### config.mk
export PLATFORM = sky130hd
export DESIGN_NAME = seg_scan_ctrl
export DESIGN_NICKNAME = d
export VERILOG_FILES = /design/src/rtl/seg_scan_ctrl.sv
export SDC_FILE = /design/constraint.sdc
export NUM_CORES = 1
export LEC_CHECK = 0
export ABC_AREA = 1
export ABC_CLOCK_PERIOD_IN_PS = 4400
export BUFFER_PORTS_ARGS = -buffer_cell sky130_fd_sc_hd__buf_2
export CAP_MARGIN = 15
export CORE_ASPECT_RATIO = 0.8
export CORE_MARGIN = 2
export CORE_UTILIZATION = 38
export DETAILED_ROUTE_END_ITERATION = 8
export PLACE_DENSITY = 0.63
export SLEW_MARGIN = 20
export SYNTH_ARGS = -nofsm -noshare
export SYNTH_HDL_FRONTEND = slang
export SYNTH_SLANG_ARGS = --single-unit
### constraint.sdc
create_clock -name clk -period 4.4 [get_ports clk]
set_input_delay 0.88 -clock clk [delete_from_list [all_inputs] [get_ports clk]]
set_output_delay 0.88 -clock clk [all_outputs]
set_load 0.05 [all_outputs]
### src/rtl/seg_scan_ctrl.sv
// seg_scan_ctrl: two-digit common-anode seven-segment scan controller.
// Splits a 0-15 value into tens/ones digits and scans them with blanking gaps.
// New values are taken only at frame boundaries (GAP_T -> SHOW_O).
// Optional macro SEG_LAMP_TEST_EN adds a lamp_test input that lights every
// segment during the SHOW slots.
module seg_scan_ctrl #(
    parameter int unsigned REFRESH_DIV = 50000,
    parameter int unsigned GAP_CYCLES  = 16
) (
    input  logic       clk,
    input  logic       rst,
    input  logic       load,
    input  logic [3:0] value,
`ifdef SEG_LAMP_TEST_EN
    input  logic       lamp_test,
`endif
    output logic       upd_done,
    output logic [6:0] seg,
    output logic [1:0] an
);

    localparam int unsigned CNT_MAX = (REFRESH_DIV > GAP_CYCLES) ? REFRESH_DIV : GAP_CYCLES;
    localparam int unsigned CNT_W   = $clog2(CNT_MAX);
    localparam logic [6:0]  SEG_OFF = 7'b1111111;

    typedef enum logic [1:0] {
        SHOW_O = 2'd0,
        GAP_O  = 2'd1,
        SHOW_T = 2'd2,
        GAP_T  = 2'd3
    } state_t;

    state_t             state;
    logic [CNT_W-1:0]   cnt;
    logic [3:0]         disp;
    logic [3:0]         pend;
    logic               pend_flag;

    state_t             state_nx_c;
    logic [CNT_W-1:0]   cnt_nx_c;
    logic [3:0]         disp_nx_c;
    logic               upd_nx_c;
    logic               last_c;
    logic               boundary_c;
    logic               tens_c;
    logic [3:0]         ones_c;
    logic [6:0]         seg_nx_c;
    logic [1:0]         an_nx_c;
    logic               lamp_c;

    // Active-low {a..g} pattern for one decimal digit
    function automatic logic [6:0] enc(input logic [3:0] d);
        case (d)
            4'd0:    enc = 7'b0000001;
            4'd1:    enc = 7'b1001111;
            4'd2:    enc = 7'b0010010;
            4'd3:    enc = 7'b0000110;
            4'd4:    enc = 7'b1001100;
            4'd5:    enc = 7'b0100100;
            4'd6:    enc = 7'b0100000;
            4'd7:    enc = 7'b0001111;
            4'd8:    enc = 7'b0000000;
            4'd9:    enc = 7'b0001100;
            default: enc = SEG_OFF;
        endcase
    endfunction

`ifdef SEG_LAMP_TEST_EN
    assign lamp_c = lamp_test;
`else
    assign lamp_c = 1'b0;
`endif

    // Next state, counter, displayed value and the outputs for the next state
    always_comb begin
        state_nx_c = state;
        cnt_nx_c   = cnt + CNT_W'(1);
        disp_nx_c  = disp;
        upd_nx_c   = 1'b0;
        seg_nx_c   = SEG_OFF;
        an_nx_c    = 2'b11;

        if (state == SHOW_O || state == SHOW_T)
            last_c = (cnt == CNT_W'(REFRESH_DIV - 1));
        else
            last_c = (cnt == CNT_W'(GAP_CYCLES - 1));

        boundary_c = last_c && (state == GAP_T);

        if (last_c) begin
            cnt_nx_c = '0;
            case (state)
                SHOW_O:  state_nx_c = GAP_O;
                GAP_O:   state_nx_c = SHOW_T;
                SHOW_T:  state_nx_c = GAP_T;
                default: state_nx_c = SHOW_O;
            endcase
        end

        // A load landing on the boundary edge bypasses the pending register
        if (boundary_c && load) begin
            disp_nx_c = value;
            upd_nx_c  = 1'b1;
        end else if (boundary_c && pend_flag) begin
            disp_nx_c = pend;
            upd_nx_c  = 1'b1;
        end

        tens_c = (disp_nx_c >= 4'd10);
        ones_c = tens_c ? (disp_nx_c - 4'd10) : disp_nx_c;

        case (state_nx_c)
            SHOW_O: begin
                an_nx_c  = 2'b10;
                seg_nx_c = lamp_c ? 7'b0000000 : enc(ones_c);
            end
            SHOW_T: begin
                an_nx_c  = 2'b01;
                if (lamp_c)
                    seg_nx_c = 7'b0000000;
                else if (tens_c)
                    seg_nx_c = enc(4'd1);
                else
                    seg_nx_c = SEG_OFF;
            end
            default: begin
                an_nx_c  = 2'b11;
                seg_nx_c = SEG_OFF;
            end
        endcase
    end

    // Scan FSM, pending-value capture and registered outputs
    always_ff @(posedge clk) begin
        if (rst) begin
            state     <= GAP_T;
            cnt       <= '0;
            disp      <= 4'd0;
            pend      <= 4'd0;
            pend_flag <= 1'b0;
            upd_done  <= 1'b0;
            seg       <= SEG_OFF;
            an        <= 2'b11;
        end else begin
            state    <= state_nx_c;
            cnt      <= cnt_nx_c;
            disp     <= disp_nx_c;
            upd_done <= upd_nx_c;
            seg      <= seg_nx_c;
            an       <= an_nx_c;
            if (boundary_c) begin
                pend_flag <= 1'b0;
            end else if (load) begin
                pend      <= value;
                pend_flag <= 1'b1;
            end
        end
    end

endmodule

==> flow_summary.json, run 1 <==
{
  "fin_tns_setup_ps": 0,
  "worstHoldStart": "cnt[0]",
  "synthFlopType": "dfxtp_1",
  "fin_skew_ps": 4.83,
  "crit_top_cell": "nand3_1",
  "drc": 0,
  "grt.total_usage": 0.137,
  "slew_headroom": 0.641,
  "peakVddDrop_mv": 0.221,
  "hold_viol": 0,
  "grt_start_max_net_pins": 17,
  "place.port_buffers": 16,
  "first_pass_iters": 4,
  "cts_resized": 0,
  "drt-total-wl_um": 3700,
  "synthMuxAreaShare": 0,
  "max_freq_mhz": 330,
  "synth_simple_gate_area_frac": 0.395,
  "dp_hpwl_um": 2760,
  "numClockSinks": 37,
  "crit_type": "reg -> reg",
  "reg2reg_from": "cnt[0]",
  "rsz0062_at_grt": "no",
  "cts_buffers": 5,
  "r2r_cells": 14,
  "ys_types": 34,
  "endpoint_kind": "flip-flop",
  "max_cap_viol_count": 0,
  "clockBufferDepth": 2,
  "via_per_inst": 4.72,
  "fin_crit_sh": 0.689,
  "async_reset_ff_frac": 0,
  "grt_pass1_vias": 1387,
  "cts_tree": "yes",
  "seq_area_um2": 741,
  "most-common-layout-cells": "nand2_1 (56), dfxtp_1 (37), inv_1 (31), nor2_1 (30), nand3_1 (23)",
  "synth_top_family_by_area": "simple AND/OR/NAND/NOR gates",
  "multi_input_area_mm2": 0.00107,
  "drt_iter0_drc": 92,
  "grt_pass1_wl_um": 6070,
  "clk_latency_ps": 290,
  "synthesis.nets": 277,
  "hold_buffers": 0,
  "ys_ff_latch": 37,
  "clk_pin_slew_ps": 70,
  "crit_chain": "ha_1, nand3_1, nor2_1, nand3_1, nor2_2, nand3_2, or2_2, nand2_4, nand3_2, nand2_2, ha_1, nand3b_1, nand3_1, nand3_1",
  "worstMarginPinSlew_ps": 537,
  "regToRegSetupSlack_ps": 1370,
  "synth_edf_count": 0,
  "holdPathEnd": "cnt[0]",
  "timing.rr.end": "seg[3]",
  "period_needed_ps": 3030,
  "finalInstanceArea_mm2": 0.00222,
  "synthCells": 262,
  "drive_gt1_frac": 0.188,
  "post_cts.repair.setup_buffers": 0,
  "die_area_mm2": 0.00580,
  "synth-xor-area-share": 0.0266,
  "final-setup-viol-count": 0,
  "yosysWarnings": 0,
  "gp_congestion": 0.785,
  "vias": 1623,
  "rows": 23,
  "antenna_found_initial": 0,
  "die_w_um": 84.6,
  "nets": 296,
  "io_pins": 17,
  "p_leak_nw": 0.971,
  "required_ps": 4570,
  "critPathLaunchType": "flip-flop",
  "area_delta_synth_final_pct": 12.3,
  "status": "complete, no violations",
  "die_h_um": 68.5,
  "start_util": 0.395,
  "drv_slew": 0,
  "synth_compound_area_frac": 0.0697,
  "slowest_stage": "or2_2",
  "final_antenna_net_count": 0,
  "wl_per_cell_um": 10.8,
  "syn_area_per_cell_um2": 7.54,
  "core_area_mm2": 0.00501,
  "netlist_area_mm2": 0.00198,
  "cts-root-buf": "clkbuf_8",
  "cp_slowest_stage_delay_ps": 410,
  "placed_area_mm2": 0.00210,
  "hold_class": "reg -> reg",
  "cp_max_fo": 11,
  "yosysSeqAreaShare": 0.375,
  "synthAdderAreaFrac": 0.0507,
  "n_fill_cell": 532,
  "power.density_mw_per_mm2": 299,
  "htreeDepth": 2,
  "arrival_ps": 3200,
  "hold_depth": 1,
  "layout_commonest_cell": "nand2_1",
  "diodes": 0,
  "overflow": 0
}
[critical path, delay by kind of cell, from the launching register on]
family	cells	cell delay (ps)
adders and majority gates	2	420
and+or+nand+nor	12	2130
DFF	1	350
[report_power, final]
part	total [mW]	switching, mW	internal [mW]
Clock	0.302	0.117	0.185
Sequential	0.344	0.00421	0.340
Combinational	0.0179	0.0119	0.00602
[stage by stage]
step | setup WS (ps) | hold WS (ps) | utilization | power (mW) | cells
floorplan | 2080 | 418 | - | 0.362 | 262
global placement | 1470 | 432 | 0.420 | 0.370 | 336
detailed placement | 1380 | 437 | 0.420 | 0.370 | 336
CTS | 1360 | 451 | 0.443 | 0.674 | 344
global route | 1030 | 474 | 0.443 | 0.691 | 344
finish | 1370 | 444 | 0.443 | 0.664 | 344
[sequential cells by signal, indices dropped and copies added, names as in the netlist]
register and count:
upd_done 1, disp 4, seg 7, cnt 16
an 2, state 2, pend_flag 1, pend 4
[cells in the mapped netlist, types with 2 or more instances]
cell / number / area (um^2)
a21oi_1: 10 / 50.1
buf_6: 2 / 22.5
dfxtp_1: 37 / 741
ha_1: 8 / 100
inv_1: 31 / 116
inv_2: 2 / 7.51
nand2_1: 56 / 210
nand2_2: 4 / 25.0
nand2_4: 7 / 78.8
nand3_1: 23 / 115
nand3_2: 5 / 50.1
nand3_4: 3 / 52.6
nand4_1: 7 / 43.8
nor2_1: 30 / 113
nor3_1: 5 / 25.0
o21ai_0: 6 / 30.0
o21ai_1: 2 / 10.0
or2_2: 4 / 25.0
xor2_1: 5 / 43.8
[cell families (layout without fill, tap and decap cells)]
logic type,Yosys count,in the layout
simple gates,150,150
fa+ha+maj,8,8
buf+inv,38,58
flops,37,37
compound gates,23,23
xor+xnor,6,6
[worst max-delay path by stage]
stage	end	slack [ps]	startpoint	depth (start not counted)
floorplan	seg[3]	2080	cnt[0]	15
global route	seg[3]	1030	cnt[0]	14
CTS	seg[3]	1360	cnt[0]	14
finish	seg[3]	1370	cnt[0]	14
detailed placement	seg[3]	1380	cnt[0]	14
global placement	seg[3]	1470	cnt[0]	14
[metal layers]
metal  up-vias  global-route usage  wire length, um
met2        28               0.196             1440
met3         4              0.0536              127
li1        878                   -                -
met1       713               0.181             2090
met5         -                   0                0
met4         0              0.0635               44
[final cells by class]
class | instances | area share
clock inverter | 1 | 0.0135
tap | 62 | 0.0350
inverter | 34 | 0.0598
clock buffer | 7 | 0.0389
sequential | 37 | 0.334
timing repair buffer | 16 | 0.0361
multi-input combinational | 187 | 0.483
Note: power is estimated with default switching activity, not from simulation.
==> run 2, diff against run 1 <==
ABC_CLOCK_PERIOD_IN_PS = 2700   (was 4400)
PLACE_DENSITY = 0.65   (was 0.63)
clock period = 2.7 ns   (was 4.4 ns; I/O delays follow)
==> run 2 against run 1 <==
  * Worst setup slack worse by 1200 ps
  * Clock skew rose by 1.9 ps
  * Die area did not move
  * Final cell count is 1.5% higher
  * Critical path type unchanged
  * Largest cell class unchanged
==> flow_summary.json, run 2 (synthesis gave the netlist of run 1 again) <==
{
  "final_antenna_net_count": 0,
  "fin_crit_sh": 0.934,
  "max_freq_mhz": 397,
  "vias": 1593,
  "regMostFlops": "cnt",
  "htreeDepth": 2,
  "grt_pass1_vias": 1376,
  "antenna_found_initial": 0,
  "endpoint_kind": "flip-flop",
  "clockBufferDepth": 2,
  "hold_class": "reg -> reg",
  "slew_headroom": 0.631,
  "grt.total_usage": 0.136,
  "dp_hpwl_um": 2800,
  "hold_depth": 1,
  "via_per_inst": 4.56,
  "gp_congestion": 0.808,
  "drt-total-wl_um": 3660,
  "p_leak_nw": 0.986,
  "wl_per_cell_um": 10.5,
  "arrival_ps": 2680,
  "crit_type": "reg -> reg",
  "cts-root-buf": "clkbuf_8",
  "nets": 302,
  "grt_pass1_wl_um": 6240,
  "max_cap_viol_count": 0,
  "largestRegisters": "cnt x16, seg x7",
  "fin_skew_ps": 6.70,
  "holdWs_ps": 457,
  "cts_buffers": 5,
  "hold_viol": 0,
  "rows": 23,
  "layout_setup_ws_ps": 179,
  "required_ps": 2860,
  "grt_start_max_net_pins": 17,
  "die_w_um": 84.6,
  "area_delta_synth_final_pct": 14.8,
  "cp_max_fo": 9,
  "largest_reg_flops": 16,
  "layout_commonest_cell": "nand2_1",
  "n_fill_cell": 515,
  "fin_cells": 349,
  "first_pass_iters": 4,
  "critPathLaunchType": "flip-flop",
  "core_area_mm2": 0.00501,
  "drt_iter0_drc": 112,
  "fin_tns_setup_ps": 0,
  "status": "complete, no violations",
  "r2r_cells": 16,
  "place.port_buffers": 16,
  "die_area_mm2": 0.00580,
  "period_needed_ps": 2520,
  "clk_pin_slew_ps": 70,
  "io_pins": 17,
  "start_util": 0.395,
  "most-common-layout-cells": "nand2_1 (56), dfxtp_1 (37), inv_1 (31), nor2_1 (29), nand3_1 (23)",
  "final-setup-viol-count": 0,
  "die_h_um": 68.5,
  "overflow": 0,
  "dpl.cell_count": 339,
  "power.density_mw_per_mm2": 429,
  "dp_slack_ps": 87.0,
  "peakVddDrop_mv": 0.300,
  "drv_slew": 0,
  "worstMarginPinSlew_ps": 553,
  "cts_tree": "yes",
  "diodes": 0,
  "drc": 0,
  "drive_gt1_frac": 0.213,
  "numClockSinks": 37,
  "clk_latency_ps": 280
}
==> run 2: cell count changes in the layout (fill, tap and decap cells not counted), sizes merged <==
cell,delta
bufinv,-1
buf,+6
==> run 2: what timing repair did <==
action                                  4_1_cts  5_1_grt
resized for setup                             0        6
hold buffers                                  0        0
setup buffers                                 0        3
endpoints found under the setup margin        0        7
==> run 2: critical path, stage by stage, from the launching register on <==
cell and delay [ps]:
dfxtp_1 360, ha_2 200, nand3_1 100, nor2_2 120, nand3_1 120, nor2_4 190
nand3_2 90, buf_4 180, or2_4 240, nand2_4 120, ha_4 220, nand3_4 100
nand3_1 120, nand2_1 100, nand2_1 50, nand2_1 60, nand2_1 50
==> run 2: per-layer routing <==
metal / share of wire / track usage
met3: 0.032 / 0.0381
met4: 0.0079 / 0.0437
met1: 0.56 / 0.195
met2: 0.40 / 0.197
met5: 0 / 0
==> run 2: stage by stage <==
stage	utilization	power (mW)	cell area (um^2)
global placement	0.424	0.602	2120
floorplan	-	0.589	1980
CTS	0.442	0.992	2210
finish	0.453	0.973	2270
detailed placement	0.424	0.603	2120
global route	0.453	1.02	2270
==> run 2: worst paths after layout <==
| check | startpoint | to | slack [ps] |
|---|---|---|---|
| min | cnt[0] | cnt[0] | 460 |
| max | cnt[0] | seg[0] | 180 |
| min reg2reg | cnt[0] | cnt[0] | 460 |
| max reg2reg | cnt[0] | seg[0] | 180 |
==> run 2: layout make-up <==
cell class	instances	area [um^2]	area share
multi-input combinational	187	1110	0.488
clock buffer	7	86.3	0.0381
tap	62	77.6	0.0342
inverter	34	133	0.0585
timing repair buffer	22	125	0.0552
sequential	37	741	0.327
==> run 2: power by group <==
group | leakage (nW) | internal (mW) | switching, mW | total, mW
clock network | 0.0443 | 0.203 | 0.180 | 0.383
registers | 0.300 | 0.555 | 0.00645 | 0.561
logic | 0.641 | 0.0101 | 0.0197 | 0.0298
total | 0.986 | 0.767 | 0.206 | 0.973
